`config.mk`:
```
export PLATFORM = sky130hd
export DESIGN_NAME = ru_writeback_unit
export DESIGN_NICKNAME = d
export VERILOG_FILES = /design/src/rtl/ru_writeback_unit.sv
export SDC_FILE = /design/constraint.sdc
export NUM_CORES = 1
export LEC_CHECK = 0
export CAP_MARGIN = 0
export CORE_MARGIN = 1
export CORE_UTILIZATION = 42
export CTS_CLUSTER_SIZE = 14
export DETAILED_ROUTE_END_ITERATION = 6
export GPL_ROUTABILITY_DRIVEN = 0
export PLACE_DENSITY = 0.77
export SYNTH_ARGS = -nofsm -noshare
export SYNTH_HDL_FRONTEND = slang
export SYNTH_SLANG_ARGS = --single-unit
```
`constraint.sdc`:
```
create_clock -name clk -period 2 [get_ports clk]
set_clock_uncertainty 0.15 [all_clocks]
set_input_delay 0.5 -clock clk [delete_from_list [all_inputs] [get_ports clk]]
set_output_delay 0.5 -clock clk [all_outputs]
set_load 0.01 [all_outputs]
```
`src/rtl/ru_writeback_unit.sv`:
```
// rv32i write-back unit: selects the retiring result (ALU, load, PC+4), performs
// the data-memory read with byte/half extraction, and drives the register write port.
module ru_writeback_unit #(
  parameter int unsigned MEM_TIMEOUT = 16
) (
  input  logic        clk,
  input  logic        rst,
  input  logic        valid_in,
  input  logic        ruWr,
  input  logic [1:0]  ruDataWrSrc,
  input  logic [2:0]  dmCtrl,
  input  logic [4:0]  rd,
  input  logic [31:0] alu_res,
  input  logic [31:0] pc_inc,
  input  logic [31:0] mem_rdata,
  input  logic        mem_rvalid,
  output logic        mem_re,
  output logic [31:0] mem_addr,
  output logic        ru_we,
  output logic [4:0]  ru_rd,
  output logic [31:0] ru_wdata,
  output logic        stall,
  output logic        err_misaligned,
  output logic        err_timeout
);

  localparam int unsigned CNT_W = $clog2(MEM_TIMEOUT + 1);

  typedef enum logic [1:0] {S_IDLE, S_REQ, S_WAIT, S_WRITE} state_t;

  state_t r_state, w_state_nxt;

  // Latched instruction context and in-flight data
  logic [4:0]       r_rd,   w_rd_nxt;
  logic             r_wr,   w_wr_nxt;
  logic [2:0]       r_ctrl, w_ctrl_nxt;
  logic [1:0]       r_off,  w_off_nxt;
  logic [31:0]      r_data, w_data_nxt;
  logic [CNT_W-1:0] r_cnt,  w_cnt_nxt;

  // Registered outputs
  logic        r_mem_re,   w_mem_re_nxt;
  logic [31:0] r_mem_addr, w_mem_addr_nxt;
  logic        r_ru_we,    w_ru_we_nxt;
  logic [4:0]  r_ru_rd,    w_ru_rd_nxt;
  logic [31:0] r_ru_wdata, w_ru_wdata_nxt;
  logic        r_stall,    w_stall_nxt;
  logic        r_err_mis,  w_err_mis_nxt;
  logic        r_err_to,   w_err_to_nxt;

  logic             w_is_load;
  logic             w_misaligned;
  logic [CNT_W-1:0] w_cnt_inc;
  logic             w_timeout;
  logic [31:0]      w_load_data;

  function automatic logic [31:0] extract(input logic [2:0] ctrl, input logic [1:0] off,
                                          input logic [31:0] word);
    logic [7:0]  b;
    logic [15:0] h;
    case (off)
      2'd0:    b = word[7:0];
      2'd1:    b = word[15:8];
      2'd2:    b = word[23:16];
      default: b = word[31:24];
    endcase
    h = off[1] ? word[31:16] : word[15:0];
    case (ctrl)
      3'b000:  extract = {{24{b[7]}}, b};
      3'b100:  extract = {24'd0, b};
      3'b001:  extract = {{16{h[15]}}, h};
      3'b101:  extract = {16'd0, h};
      default: extract = word;
    endcase
  endfunction

  assign w_is_load   = (ruDataWrSrc == 2'b01);
  assign w_cnt_inc   = r_cnt + CNT_W'(1);
  assign w_timeout   = (w_cnt_inc == CNT_W'(MEM_TIMEOUT));
  assign w_load_data = extract(r_ctrl, r_off, mem_rdata);

  // Undefined load types behave as LW, including the alignment rule
  always_comb begin
    w_misaligned = 1'b0;
    case (dmCtrl)
      3'b000, 3'b100: w_misaligned = 1'b0;
      3'b001, 3'b101: w_misaligned = alu_res[0];
      default:        w_misaligned = (alu_res[1:0] != 2'b00);
    endcase
  end

  always_ff @(posedge clk) begin
    if (rst) r_state <= S_IDLE;
    else     r_state <= w_state_nxt;
  end

  always_comb begin
    w_state_nxt = r_state;
    case (r_state)
      S_IDLE: begin
        if (valid_in) begin
          if (!w_is_load)         w_state_nxt = S_WRITE;
          else if (!w_misaligned) w_state_nxt = S_REQ;
        end
      end
      S_REQ:   w_state_nxt = S_WAIT;
      S_WAIT: begin
        if (mem_rvalid)     w_state_nxt = S_WRITE;
        else if (w_timeout) w_state_nxt = S_IDLE;
      end
      default: w_state_nxt = S_IDLE;
    endcase
  end

  always_comb begin
    w_rd_nxt       = r_rd;
    w_wr_nxt       = r_wr;
    w_ctrl_nxt     = r_ctrl;
    w_off_nxt      = r_off;
    w_data_nxt     = r_data;
    w_cnt_nxt      = r_cnt;
    w_mem_re_nxt   = 1'b0;
    w_mem_addr_nxt = r_mem_addr;
    w_ru_we_nxt    = 1'b0;
    w_ru_rd_nxt    = r_ru_rd;
    w_ru_wdata_nxt = r_ru_wdata;
    w_stall_nxt    = (w_state_nxt != S_IDLE);
    w_err_mis_nxt  = 1'b0;
    w_err_to_nxt   = 1'b0;
    case (r_state)
      S_IDLE: begin
        if (valid_in) begin
          w_rd_nxt   = rd;
          w_wr_nxt   = ruWr;
          w_ctrl_nxt = dmCtrl;
          w_off_nxt  = alu_res[1:0];
          if (!w_is_load) begin
            w_data_nxt = (ruDataWrSrc == 2'b10) ? pc_inc : alu_res;
          end else if (w_misaligned) begin
            w_err_mis_nxt = 1'b1;
          end else begin
            w_mem_re_nxt   = 1'b1;
            w_mem_addr_nxt = {alu_res[31:2], 2'b00};
          end
        end
      end
      S_REQ: w_cnt_nxt = '0;
      S_WAIT: begin
        w_cnt_nxt = w_cnt_inc;
        if (mem_rvalid)     w_data_nxt   = w_load_data;
        else if (w_timeout) w_err_to_nxt = 1'b1;
      end
      default: begin
        w_ru_we_nxt    = r_wr && (r_rd != 5'd0);
        w_ru_rd_nxt    = r_rd;
        w_ru_wdata_nxt = r_data;
      end
    endcase
  end

  always_ff @(posedge clk) begin
    if (rst) begin
      r_rd       <= '0;
      r_wr       <= 1'b0;
      r_ctrl     <= '0;
      r_off      <= '0;
      r_data     <= '0;
      r_cnt      <= '0;
      r_mem_re   <= 1'b0;
      r_mem_addr <= '0;
      r_ru_we    <= 1'b0;
      r_ru_rd    <= '0;
      r_ru_wdata <= '0;
      r_stall    <= 1'b0;
      r_err_mis  <= 1'b0;
      r_err_to   <= 1'b0;
    end else begin
      r_rd       <= w_rd_nxt;
      r_wr       <= w_wr_nxt;
      r_ctrl     <= w_ctrl_nxt;
      r_off      <= w_off_nxt;
      r_data     <= w_data_nxt;
      r_cnt      <= w_cnt_nxt;
      r_mem_re   <= w_mem_re_nxt;
      r_mem_addr <= w_mem_addr_nxt;
      r_ru_we    <= w_ru_we_nxt;
      r_ru_rd    <= w_ru_rd_nxt;
      r_ru_wdata <= w_ru_wdata_nxt;
      r_stall    <= w_stall_nxt;
      r_err_mis  <= w_err_mis_nxt;
      r_err_to   <= w_err_to_nxt;
    end
  end

  assign mem_re         = r_mem_re;
  assign mem_addr       = r_mem_addr;
  assign ru_we          = r_ru_we;
  assign ru_rd          = r_ru_rd;
  assign ru_wdata       = r_ru_wdata;
  assign stall          = r_stall;
  assign err_misaligned = r_err_mis;
  assign err_timeout    = r_err_to;

endmodule

```
==> results.md, run 1 <==
* Rows at between 40 and 50
* Status: finished, violations left
* NumNets Final at between 1000 and 1500
* Layout cell share with drive strength beyond 1 at a little under an eighth
* Final Slew Violations at 0
* Register share of total power at approximately 34%
* Multi-input gate area at between 2000 and 3000 um^2
* Core area at 12800 um^2
* Worst hold path class: flip-flop to flip-flop
* TritonCTS clock tree: done
* Initial Util at between 40% and 50%
* Clock Pin Slew Worst Setup and Hold Paths at around 0.05 ns
* Detail Route Antenna Nets at 0
* Clock sink total at between 100 and 150
* PwrDens at between 1000 and 1500 nW/um^2
* CP endpoint kind: flip-flop
* Synthesis-stage register bit count at roughly 120
* Drt first pass iters at 6
* Cell count after synthesis at 700
* Asr flop ratio synth at 0%
* Largest net degree at the start of global routing at 70
* Via count at ~5700
* Slowest cell on crit path: clkdlybuf4s50_1
* Avg WL per Cell at 16.4 um
* Register area share after synthesis at between 40 and 50%
* Avg Cell Area, Syn at 8.01 um^2
* Clk_lat worst skew at roughly 0.41 ns
* Final setup viols at 17
* Worst VDD drop at approximately 0.00063 V
* Worst-path maximum fanout at 17
* Area Overhead vs Synth at 51.7%
* Met3 routed WL at 1260 um
* Die Width at ~120 um
* Fin area at 8500 um^2
* Die ar. at between 10000 and 15000 um^2
* Inserted Diodes at 0
* Starting DRT DRC Count at 480
* Post-CTS Hold Fix Bufs at 0
* Die height at 118 um
* Routed wire length at between 15000 and 20000 um
* Placed cells at approximately 1100
* Placed cell areas at slightly below 8000 um^2
* Library cells used by synthesis at 52
* Number of max-cap violations at 0
* Initial antenna violation count at 0
* Slew Limit Headroom at approximately three fifths
* Synth Cell Area at between 5000 and 6000 um^2
* Failing checks: negative setup slack
* Post-route DRC at 0
* Overall power at 9.27 mW
* Post-synth EDFFs at 0
* Max Clk Rate at roughly 500 MHz
* Clock share of power at 32.0%
* GRT Util Overall at roughly 26%
* Clk buf depth at 2
* # port buffers at roughly 180
* P_leak at ~3.3 nW
* Pint at between 6 and 7 mW
* Layout filler cell count at between 1000 and 1500
* Top Metal Used: met4
* Startpoint types: input port
* Num CTS Buffers at 17
* Worst path required time at ~2.2 ns
* Setup TNS at -0.317 ns
* Number of global-route vias before repair at ~5300
* Root Driver: clkbuf_16
* Setup ws final at -0.0592 ns
* # IOs at roughly 190
* Crit path cell chain: clkdlybuf4s50_1 > nand2b_4 > o21ai_2 > buf_4 > or3_1 > buf_8 > o32ai_2
* Combinational group share of total power at around 34%
* Met1 WL at slightly below 8000 um
* YS warnings at 0
* Global-route wire length before repair at 27900 um
* Number of vias per cell at between 5 and 6
* Switching share of total power at between 30% and 40%
* Fin crit share at 103%
* Final non-filler cell total at approximately 1100
* Most used DFF post-synth: dfxtp_1
* HPWL Detailed at roughly 13000 um
* Worst Path Arrival at roughly 2.2 ns
* H-tree levels at 4
* Setup CP Type: input port to flip-flop
* GRT overflow at 0
* Fin crit period at approximately 2.1 ns
* Final Hold Fails at 0
* RSZ-0062 raised after global routing: yes
* Tightest Pin Transition at 0.614 ns
* P_sw at a little over 3 mW
* FF/Latch Area at roughly 2400 um^2
* Worst path max stage delay at just over 0.5 ns
* WL met2 at ~8200 um
[layer usage]
layer | track usage [%] | up-vias
met3 | 6.01 | 31
li1 | - | 2786
met4 | 8.89 | 0
met1 | 34.4 | 2647
met5 | 0 | -
met2 | 40.3 | 239
[logic make-up after synthesis]
family	Yosys count	synth area share, %
AND/OR/NAND/NOR	296	22.5
adder cells (fa/ha/maj)	5	1.12
buffers and inverters	82	6.54
AO/OA/AOI/OAI	145	16.8
multiplexers	49	9.39
other	1	0.0669
flip-flops	122	43.6
[synth_stat cells, types with 3 or more instances]
cell type / instances / area share, %
nand2_1: 163 / 11
dfxtp_1: 122 / 44
a21oi_1: 80 / 7.1
nor2_1: 69 / 4.6
mux2i_1: 41 / 7.3
clkbuf_1: 30 / 2.0
inv_1: 29 / 1.9
nand3_1: 18 / 1.6
and3_1: 17 / 1.9
o32ai_1: 16 / 2.5
buf_2: 11 / 0.98
a211oi_1: 10 / 1.3
o221ai_1: 9 / 1.4
o211ai_1: 7 / 0.94
and2_1: 6 / 0.67
buf_4: 6 / 0.80
mux2_2: 6 / 1.2
a32oi_1: 5 / 0.78
ha_1: 5 / 1.1
nor3_1: 5 / 0.45
nand2b_1: 4 / 0.45
buf_6: 3 / 0.60
o21ai_0: 3 / 0.27
[stage by stage]
stage                     hold slack [ns]  util, %  setup WS (ns)
after floorplan                     0.262        -         0.0160
after global placement              0.278     61.2         -0.504
after detailed placement            0.289     61.2         -0.573
after CTS                           0.296     65.8        -0.0102
after global routing                0.315     66.3        -0.0631
final                               0.302     66.3        -0.0592
[worst paths after layout]
kind / start / endpoint / slack, ns / cells after the start
worst max-delay path: mem_rvalid / r_data[21]$_SDFFE_PP0P_ / -0.06 / 7
worst min-delay path: r_wr$_SDFFE_PP0P_ / ru_we$_SDFF_PP0_ / 0.30 / 2
worst max register to register: r_state[0]$_SDFF_PP0_ / r_data[21]$_SDFFE_PP0P_ / 0.01 / 8
worst min register to register: r_wr$_SDFFE_PP0P_ / ru_we$_SDFF_PP0_ / 0.30 / 2
[repair_timing]
action                                  CTS  global route
endpoints found under the setup margin   33            32
gates resized for setup                   5            17
pin swaps                                 0             1
endpoints found under the hold margin     0             0
setup buffers                             0             0
[power by group through the flow]
stage               sequential (mW)  clock [mW]  combinational [mW]
global placement               3.19           0                2.94
global route                   3.21        3.10                3.41
floorplan                      3.14           0                1.86
CTS                            3.15        2.99                3.04
detailed placement             3.19           0                2.98
finish                         3.16        2.96                3.14
[state kept, by name (all words and copies together), names as in the netlist]
register / count
mem_addr: 30
err_timeout: 1
mem_re: 1
r_ctrl: 3
stall: 1
ru_we: 1
r_cnt: 5
ru_rd: 5
r_rd: 5
err_misaligned: 1
r_off: 2
r_data: 32
r_state: 2
ru_wdata: 32
r_wr: 1
[area by class of cell]
cell class	instances	share of cell area, %
Clock inverter	7	0.736
Tap cell	172	2.53
Inverter	30	1.32
Timing Repair Buffer	229	26.9
Multi-Input combinational cell	497	33.7
Sequential cell	122	28.7
Clock buffer	25	6.06
[layout by cell type (no fill, tap or decap), types with 9 or more instances in the layout]
| cell type | instances |
|---|---|
| clkbuf_16 | 17 |
| nor2_1 | 68 |
| inv_1 | 29 |
| a21oi_1 | 80 |
| o221ai_1 | 9 |
| a211oi_1 | 10 |
| nand3_1 | 18 |
| dfxtp_1 | 121 |
| clkdlybuf4s50_1 | 173 |
| mux2i_1 | 41 |
| and3_1 | 17 |
| nand2_1 | 163 |
| o32ai_1 | 12 |
| buf_4 | 40 |
[critical path: cells and delay by family]
kind,cells,cell delay [ns]
buffers and inverters,3,0.82
AO/OA/AOI/OAI,2,0.36
AND/OR/NAND/NOR,2,0.53
Power figures use the tool's default switching activity.
==> run 2, diff against run 1 <==
==> constraint.sdc (replaced) <==
create_clock -name clk -period 2 [get_ports clk]
set_clock_uncertainty 0.15 [all_clocks]
set_input_delay 0.4 -clock clk [delete_from_list [all_inputs] [get_ports clk]]
set_output_delay 0.4 -clock clk [all_outputs]
set_load 0.01 [all_outputs]
==> run 2 against run 1 <==
The flow now finishes without violations. Utilization grew 1.1 points. Final cell count up 0.55%. Non-clock buffer count increased by 6. Worst hold slack lost 0.15 ns. Global-route usage grew 0.38 points. Wire length is 3.1% higher. Via count rose by 0.35%. Sequential cell count unchanged. Register-to-register slack better by 0.02 ns. Fmax is 4.3% higher.
==> results.md, run 2 (synthesized netlist as in run 1, its figures left out) <==
* Status: completed
* HPWL Detailed at 13300 um (+3.2%)
* NumNets Final at 1019 (+0.59%)
* RSZ-0062 raised after global routing: yes
* Final setup viols at 0 (-17)
* Die ar. at 13800 um^2 (unchanged)
* Clk_lat worst skew at 0.42 ns (about the same)
* Overall power at 9.42 mW (+1.7%)
* Buf+Inv Stages, Crit Path at 3 (unchanged)
* Via count at 5723 (+0.35%)
* Post-route DRC at 0 (unchanged)
* Detail Route Antenna Nets at 0 (unchanged)
* Fin crit share at 98.7% (-4.3 points)
* Num CTS Buffers at 17 (unchanged)
* Hold_ws at 0.148 ns (-0.154 ns)
* Worst VDD drop at 0.000638 V (+1.2%)
* Global-route wire length before repair at 28100 um (+0.62%)
* Worst R2R Setup Slack at 0.03 ns (+0.02 ns)
* Pint at 6.32 mW (+1.2%)
* P_sw at 3.10 mW (+2.7%)
* Worst hold path class: input port to flip-flop
* Register share of total power at 33.6% (-0.5 points)
* Worst-path maximum fanout at 17 (unchanged)
* Hold Path Cell Cnt at 3 (+1)
* Initial antenna violation count at 0 (unchanged)
* Setup TNS at 0 ns (+0.317 ns)
* Number of vias per cell at 5.26 (-0.20%)
* Hold path endpoint: r_state[1]$_SDFF_PP0_
* Slew Limit Headroom at 58.4% (-0.63 points)
* # port buffers at 182 (unchanged)
* FF-to-FF Start: r_state[0]$_SDFF_PP0_
* Fin crit period at 1.97 ns (-0.0858 ns)
* Inserted Diodes at 0 (unchanged)
* Largest net degree at the start of global routing at 40 (-43%)
* Switching share of total power at 32.9% (+0.33 points)
* RR Endpoint: r_data[18]$_SDFFE_PP0P_
* P_leak at 3.24 nW (-2.8%)
* Die height at 118 um (unchanged)
* Worst slack at placement at -0.451 ns (+0.122 ns)
* Setup ws final at 0.0266 ns (+0.0858 ns)
* Initial Util at 43.7% (unchanged)
* GRT overflow at 0 (unchanged)
* Routed wire length at 18300 um (+3.1%)
* Layout cell share with drive strength beyond 1 at 13.3% (+1.7 points)
* Tightest Pin Transition at 0.624 ns (+0.00950 ns)
* Clk buf depth at 2 (unchanged)
* Number of max-cap violations at 0 (unchanged)
* Avg WL per Cell at 16.8 um (+2.6%)
* Drt first pass iters at 5 (-1)
* Delay-heaviest family, CP: simple AND/OR/NAND/NOR gates
* Clock Pin Slew Worst Setup and Hold Paths at 0.06 ns (about the same)
* TritonCTS clock tree: done
* Combinational group share of total power at 34.4% (+0.5 points)
* Setup CP Type: flip-flop to flip-flop
* Final Hold Fails at 0 (unchanged)
* Most common cell after layout, fill and taps aside: clkdlybuf4s50_1
* Final Slew Violations at 0 (unchanged)
* Starting DRT DRC Count at 412 (-14%)
* PwrDens at 1090 nW/um^2 (+0.12%)
* Rows at 41 (unchanged)
* Area Overhead vs Synth at 54.1%
* # IOs at 185 (unchanged)
* R2R cell count at 8 (unchanged)
* GRT Util Overall at 26.1% (+0.38 points)
* Worst path required time at 2.18 ns (+0.02 ns)
* Hold wc startpoint: rst
* Fin area at 8640 um^2 (+1.6%)
* Root Driver: clkbuf_16
* Most frequent cells in the layout: clkdlybuf4s50_1 (181), nand2_1 (163), dfxtp_1 (121)
* Die Width at 118 um (unchanged)
* Placed cell areas at 7870 um^2 (+0.29%)
* Worst Path Arrival at 2.15 ns (-0.07 ns)
* Clock sink total at 122 (unchanged)
* Critical Path Stages at 8 (+1)
* Crit path cell chain: inv_1 > ha_2 > nand2b_4 > o21ai_2 > buf_4 > or3_4 > buf_12 > o32ai_1
* Clock share of power at 32.0% (about the same)
* CP endpoint kind: flip-flop
* Worst path max stage delay at 0.38 ns (-0.13 ns)
* Core area at 12800 um^2 (unchanged)
* Max Clk Rate at 507 MHz (+4.3%)
* Post-CTS Hold Fix Bufs at 0 (unchanged)
* Startpoint types: flip-flop
* H-tree levels at 4 (unchanged)
* Number of global-route vias before repair at 5319 (+1.3%)
* Slowest cell on crit path: or3_4
run 2: worst max-delay path by stage:
stage	to	start	slack (ns)
after floorplan	r_data[16]$_SDFFE_PP0P_	r_state[0]$_SDFF_PP0_	0.02
after global placement	r_data[10]$_SDFFE_PP0P_	ruDataWrSrc[1]	-0.43
after detailed placement	r_data[9]$_SDFFE_PP0P_	ruDataWrSrc[1]	-0.45
after CTS	r_data[31]$_SDFFE_PP0P_	r_state[0]$_SDFF_PP0_	0.003
after global routing	r_data[31]$_SDFFE_PP0P_	r_state[0]$_SDFF_PP0_	-0.03
final	r_data[18]$_SDFFE_PP0P_	r_state[0]$_SDFF_PP0_	0.03
run 2: cell type report:
class	count	area (um^2)
Multi-Input combinational cell	497	2910
Clock buffer	20	467
Sequential cell	122	2440
Clock inverter	12	123
Fill cell	1059	4190
Timing Repair Buffer	235	2360
Inverter	30	113
Tap cell	172	215
run 2: tightest hold or removal path: cells and delay by family:
kind                   cells  cell delay, ns
AND/OR/NAND/NOR            1            0.13
buffers and inverters      1            0.11
AO/OA/AOI/OAI              1            0.04
run 2: layer usage:
metal	GRT usage [%]	wire length [um]	vias up
li1	-	-	2796
met1	34.5	8100	2676
met2	40.8	8530	222
met3	6.25	1240	29
met4	10.3	405	0
met5	0	0	-
run 2: timing repair:
item                       CTS  global route
resized for setup            2            20
buffers inserted             0             1
pin swaps                    0             1
gates cloned                 0             2
setup endpoints to repair   32            43
run 2: per-stage QoR:
step	instances	utilization, %
floorplan	701	-
global placement	1053	61.3
detailed placement	1053	61.3
CTS	1085	66.0
global route	1088	67.4
finish	1088	67.4
run 2: power by group through the flow:
stage | logic, mW | clock network, mW | registers [mW]
final | 3.24 | 3.01 | 3.17
after global routing | 3.53 | 3.16 | 3.21
after CTS | 3.02 | 3.05 | 3.16
after detailed placement | 2.99 | 0 | 3.20
after global placement | 2.95 | 0 | 3.19
after floorplan | 1.86 | 0 | 3.14
